$ cat src/rtl/dm_arbiter_pkg.sv
// Shared types and default sizing for the data-memory arbiter.
package dm_arb_pkg;

    // Arbiter sequencing: IDLE picks an owner, ISSUE drives the memory port,
    // RESP returns the ack (and read data) to the owner.
    typedef enum logic [1:0] {
        IDLE  = 2'd0,
        ISSUE = 2'd1,
        RESP  = 2'd2
    } arb_state_t;

    localparam int DEF_CORES  = 4;
    localparam int DEF_ADDR_W = 10;
    localparam int DEF_DATA_W = 32;

endpackage

$ cat src/rtl/dm_arbiter_rr_picker.sv
// Rotating-priority picker: returns the first set request at or above ptr,
// wrapping from CORES-1 back to 0. Purely combinational.
module rr_picker
    import dm_arb_pkg::*;
#(
    parameter int CORES = DEF_CORES,
    parameter int PW    = (CORES > 1) ? $clog2(CORES) : 1
) (
    input  logic [CORES-1:0] req,
    input  logic [PW-1:0]    ptr,
    output logic [PW-1:0]    grant,
    output logic             any
);

    logic [PW:0]      sum_w [CORES];
    logic [PW-1:0]    cand  [CORES];
    logic [CORES-1:0] hit;

    // Candidate gi is the core that sits gi places above ptr (modulo CORES).
    genvar gi;
    generate
        for (gi = 0; gi < CORES; gi++) begin : g_rot
            assign sum_w[gi] = {1'b0, ptr} + (PW+1)'(gi);
            assign cand[gi]  = (sum_w[gi] >= (PW+1)'(CORES))
                             ? PW'(sum_w[gi] - (PW+1)'(CORES))
                             : sum_w[gi][PW-1:0];
            assign hit[gi]   = req[cand[gi]];
        end
    endgenerate

    // Scan from the farthest offset down so the nearest hit to ptr wins.
    always_comb begin
        grant = '0;
        any   = 1'b0;
        for (int k = CORES - 1; k >= 0; k--) begin
            if (hit[k]) begin
                grant = cand[k];
                any   = 1'b1;
            end
        end
    end

endmodule

$ cat src/rtl/dm_arbiter.sv
// Data-memory arbiter: shares one single-port memory between CORES requesters
// with round-robin fairness and an optional per-owner lock for atomic
// read-modify-write sequences. One access every 3 cycles at most.
module dm_arbiter
    import dm_arb_pkg::*;
#(
    parameter int CORES  = DEF_CORES,
    parameter int ADDR_W = DEF_ADDR_W,
    parameter int DATA_W = DEF_DATA_W
) (
    input  logic                     clk,
    input  logic                     reset,
    input  logic [CORES-1:0]         req,
    input  logic [CORES-1:0]         we,
    input  logic [CORES-1:0]         lock,
    input  logic [CORES*ADDR_W-1:0]  addr,
    input  logic [CORES*DATA_W-1:0]  wdata,
    output logic [CORES-1:0]         ack,
    output logic [DATA_W-1:0]        rdata,
    output logic                     mem_en,
    output logic                     mem_we,
    output logic [ADDR_W-1:0]        mem_addr,
    output logic [DATA_W-1:0]        mem_wdata,
    input  logic [DATA_W-1:0]        mem_rdata
);

    localparam int PW = (CORES > 1) ? $clog2(CORES) : 1;

    arb_state_t         state_reg;
    logic [PW-1:0]      owner_reg;
    logic [PW-1:0]      ptr_reg;
    logic               locked_reg;
    logic               cur_we_reg;
    logic [CORES-1:0]   ack_reg;
    logic [DATA_W-1:0]  rdata_reg;
    logic               mem_en_reg;
    logic               mem_we_reg;
    logic [ADDR_W-1:0]  mem_addr_reg;
    logic [DATA_W-1:0]  mem_wdata_reg;

    logic [ADDR_W-1:0]  addr_a  [CORES];
    logic [DATA_W-1:0]  wdata_a [CORES];

    logic [PW-1:0]      rr_grant;
    logic               rr_any;
    logic               hold_lock;
    logic               win_any;
    logic [PW-1:0]      win_idx;
    logic [PW-1:0]      ptr_next;

    // Unpack the per-core address and write-data buses.
    genvar gi;
    generate
        for (gi = 0; gi < CORES; gi++) begin : g_unpack
            assign addr_a[gi]  = addr[gi*ADDR_W +: ADDR_W];
            assign wdata_a[gi] = wdata[gi*DATA_W +: DATA_W];
        end
    endgenerate

    rr_picker #(
        .CORES (CORES),
        .PW    (PW)
    ) u_picker (
        .req   (req),
        .ptr   (ptr_reg),
        .grant (rr_grant),
        .any   (rr_any)
    );

    // A held lock restricts eligibility to the owner; once the owner lets go
    // of lock, ordinary round-robin applies in the very same IDLE cycle.
    assign hold_lock = locked_reg && lock[owner_reg];
    assign win_any   = hold_lock ? req[owner_reg] : rr_any;
    assign win_idx   = hold_lock ? owner_reg : rr_grant;
    assign ptr_next  = (owner_reg == PW'(CORES - 1)) ? '0 : owner_reg + 1'b1;

    // Arbitration FSM with registered memory-port and ack outputs.
    always_ff @(posedge clk or posedge reset) begin
        if (reset) begin
            state_reg     <= IDLE;
            owner_reg     <= '0;
            ptr_reg       <= '0;
            locked_reg    <= 1'b0;
            cur_we_reg    <= 1'b0;
            ack_reg       <= '0;
            rdata_reg     <= '0;
            mem_en_reg    <= 1'b0;
            mem_we_reg    <= 1'b0;
            mem_addr_reg  <= '0;
            mem_wdata_reg <= '0;
        end else begin
            case (state_reg)
                IDLE: begin
                    if (locked_reg && !lock[owner_reg]) begin
                        locked_reg <= 1'b0;
                    end
                    if (win_any) begin
                        owner_reg     <= win_idx;
                        cur_we_reg    <= we[win_idx];
                        mem_en_reg    <= 1'b1;
                        mem_we_reg    <= we[win_idx];
                        mem_addr_reg  <= addr_a[win_idx];
                        mem_wdata_reg <= wdata_a[win_idx];
                        state_reg     <= ISSUE;
                    end
                end
                ISSUE: begin
                    mem_en_reg <= 1'b0;
                    mem_we_reg <= 1'b0;
                    ack_reg    <= CORES'(1) << owner_reg;
                    state_reg  <= RESP;
                end
                RESP: begin
                    ack_reg <= '0;
                    if (!cur_we_reg) begin
                        rdata_reg <= mem_rdata;
                    end
                    if (lock[owner_reg]) begin
                        locked_reg <= 1'b1;
                    end else begin
                        locked_reg <= 1'b0;
                        ptr_reg    <= ptr_next;
                    end
                    state_reg <= IDLE;
                end
                default: begin
                    state_reg <= IDLE;
                end
            endcase
        end
    end

    // Memory read data only arrives during RESP, so a read forwards it straight
    // through in the ack cycle; afterwards the captured copy is presented.
    assign rdata = (state_reg == RESP && !cur_we_reg) ? mem_rdata : rdata_reg;

    assign ack       = ack_reg;
    assign mem_en    = mem_en_reg;
    assign mem_we    = mem_we_reg;
    assign mem_addr  = mem_addr_reg;
    assign mem_wdata = mem_wdata_reg;

endmodule

$ cat config.mk
export PLATFORM = sky130hd
export DESIGN_NAME = dm_arbiter
export DESIGN_NICKNAME = d
export VERILOG_FILES = /design/src/rtl/dm_arbiter_pkg.sv /design/src/rtl/dm_arbiter_rr_picker.sv /design/src/rtl/dm_arbiter.sv
export SDC_FILE = /design/constraint.sdc
export NUM_CORES = 1
export LEC_CHECK = 0
export ABC_AREA = 1
export CAP_MARGIN = 15
export CORE_MARGIN = 3
export CORE_UTILIZATION = 41
export DETAILED_ROUTE_END_ITERATION = 7
export PLACE_DENSITY = 0.82
export SETUP_SLACK_MARGIN = 0.2
export SYNTH_ARGS = -nofsm -noshare
export SYNTH_HDL_FRONTEND = slang
export SYNTH_HIERARCHICAL = 1
export SYNTH_SLANG_ARGS = --single-unit
$ cat constraint.sdc
create_clock -name clk -period 3.4 [get_ports clk]
set_clock_uncertainty 0.1 [all_clocks]
set_input_delay 0.68 -clock clk [delete_from_list [all_inputs] [get_ports clk]]
set_output_delay 0.68 -clock clk [all_outputs]
set_load 0.005 [all_outputs]
==> impl_results.md <==
* Run status: completed
* Setup bufs post-CTS at 0
* Pre-CTS setup slack at 0.304 ns
* Psw at 0.00397 W
* Flop and latch count out of synthesis at 88
* IO Pins at 294
* Clk sinks at 88
* CTS tree: done
* GRT Residual Overflow at 0
* Vias in the first global route at 6038
* Dpl hpwl at 14.3 mm
* Row count at 43
* Syn Area/Cell at 6.64 um2
* CTS Hold Bufs at 0
* Fillers at 1212
* GR Util All Layers at 23.7%
* Pins over their slew limit at 0
* DR vias at 6196
* Combinational Power Share at 66.7%
* M2 GR Usage at 41.8%
* Synth warnings at 6
* CP startpoint kind: flop
* Seq/Total Area, Yosys at 37.3%
* Unrepaired setup endpoints after global routing: no
* Port bufs at 293
* Syn nets at 1109
* Worst Setup End Kind: output pin
* Largest fanout on the critical path at 32
* Type of the tightest min-delay check: flop to flop
* Most frequent cells in the layout: 374 x nand2_1, 293 x clkdlybuf4s50_1, 192 x inv_1
* Non-Filler Instances at 1347
* Peak VDD IR at 669 uV
* Chip width at 126 um
* Final-report setup violation count at 0
* Root Buffer: clkbuf_16
* LEAKAGE at 4.95 nW
* Minimum clock period at 3.10 ns
* Routability cong. at 0.867
* Switching Share at 44.8%
* Synth unique cells at 26
* Synth Instances at 888
* Post-DRT Antenna Nets at 0
* Relative slew slack at 42.0%
* Area Overhead vs Synth at 57.0%
* Internal power at 0.00488 W
* Nets at 1384
* Met3 global-route usage at 7.17%
* Clk pwr share at 12.1%
* Core box area at 14000 um2
* Placed Cells at 1331
* Synthesized cell area at 5900 um2
* Initial antenna violation count at 0
* Total negative setup slack at 0 ns
* Max Cap Violations at 0
* Clock-pin slew on the worst setup and hold paths at 0.06 ns
* Die area at 15900 um2
* First-pass GRT wire length at 30.3 mm
* GRT busiest layer: met2
* Post-CTS Resized at 1
* Achievable clock frequency at 323 MHz
* Setup ws final at 0.300 ns
* Die height at 126 um
* WL final at 18.8 mm
* Ant diodes at 0
* Crit Path Category: flop to output pin
* Sequential power share at 21.3%
* Tcrit/Tclk final at 91.2%
* Share of cells above drive strength 1 at 7.28%
* Hold Slack at 0.377 ns
* Max clock buf depth at 2
* Worst-margin pin slew at 0.869 ns
* Clk_lat worst skew at 0.34 ns
* GR Util met1 at 27.8%
* CP required at 2.62 ns
* Vias per cell at 4.60
* Data arrival, critical path at 2.32 ns
* Routed WL per cell at 14.0 um
* Final core occ at 66.2%
* Max H-tree Level at 3
* Num CTS Buffers at 9
* Power Dens Cells at 956 nW/um2
* Starting DRT DRC Count at 266
* Final Hold Viols at 0
* Starting Density at 42.2%
* Pin count of the biggest net entering global routing at 87
* Most common cell after layout, fill and taps aside: nand2_1
* Remaining DRCs at 0
* Drt pass-1 iters at 5
## power by group through the flow
stage	clock network, W	registers (W)	logic (W)
floorplan	0	0.00183	0.00390
global placement	0	0.00187	0.00571
detailed placement	0	0.00189	0.00587
CTS	0.00110	0.00188	0.00589
global route	0.00114	0.00194	0.00664
finish	0.00107	0.00188	0.00590
## per-stage QoR
| stage | total power, W | instance area [um2] |
|---|---|---|
| 2_1_floorplan | 0.00573 | 5900 |
| 3_3_place_gp | 0.00758 | 8890 |
| 3_5_place_dp | 0.00776 | 8910 |
| 4_1_cts | 0.00887 | 9230 |
| 5_1_grt | 0.00973 | 9260 |
| 6_report | 0.00885 | 9260 |
## cells in the mapped netlist, drive strengths merged
| cell type | count | area (um2) |
|---|---|---|
| dfrtp | 88 | 2200 |
| ha | 7 | 87.6 |
| nand3 | 105 | 548 |
| o31ai | 1 | 7.51 |
| a21oi | 2 | 10.0 |
| nand3b | 1 | 7.51 |
| clkbuf | 2 | 7.51 |
| o21ai | 17 | 100 |
| inv | 200 | 753 |
| buf | 38 | 280 |
| nor2 | 7 | 26.3 |
| mux2 | 33 | 372 |
| nand2 | 384 | 1480 |
| and2 | 1 | 8.76 |
| nand4 | 2 | 12.5 |
## metal layers
| layer | wire (um) | vias up |
|---|---|---|
| met1 | 7550 | 2783 |
| met4 | 338 | 0 |
| met2 | 9440 | 227 |
| li1 | - | 3161 |
| met3 | 1470 | 25 |
| met5 | 0 | - |
## final timing paths
path	startpoint	endpoint	slack, ns	cells after the start
hold / removal	mem_wdata[29]	mem_wdata[29]	0.38	2
min in group asynchronous	reset	mem_addr[4]	0.71	2
setup / recovery	state_reg[0]	rdata[12]	0.30	6
max in group asynchronous	reset	mem_wdata[22]	1.83	3
setup reg to reg	ptr_reg[0]	mem_wdata[2]	0.91	17
hold reg to reg	mem_wdata[29]	mem_wdata[29]	0.38	2
## cells by family (layout without fill, tap and decap cells)
| logic type | count (synthesis) | count (layout) | share of synthesized area (%) |
|---|---|---|---|
| DFF | 88 | 88 | 37.3 |
| and+or+nand+nor | 500 | 500 | 35.2 |
| AOI/OAI and AO/OA | 20 | 20 | 1.99 |
| adders and majority gates | 7 | 7 | 1.48 |
| muxes | 33 | 33 | 6.30 |
| buffers and inverters | 240 | 519 | 17.6 |
## critical path, stage by stage, from the launching register on
cell,delay [ns]
dfrtp_1,0.37
inv_1,0.07
ha_1,0.24
nand2_1,0.11
buf_6,0.29
mux2_2,0.41
clkdlybuf4s50_1,0.47
## final cells by class
type                            instances  area, um2  area share, %
Clock buffer                            9        225           2.43
Clock inverter                          6       92.6           1.00
Inverter                              200        754           8.15
Multi-Input combinational cell        560       2670           28.8
Sequential cell                        88       2200           23.8
Tap cell                              180        225           2.43
Timing Repair Buffer                  304       3090           33.4
No activity file was read; power rests on OpenSTA's default activity.
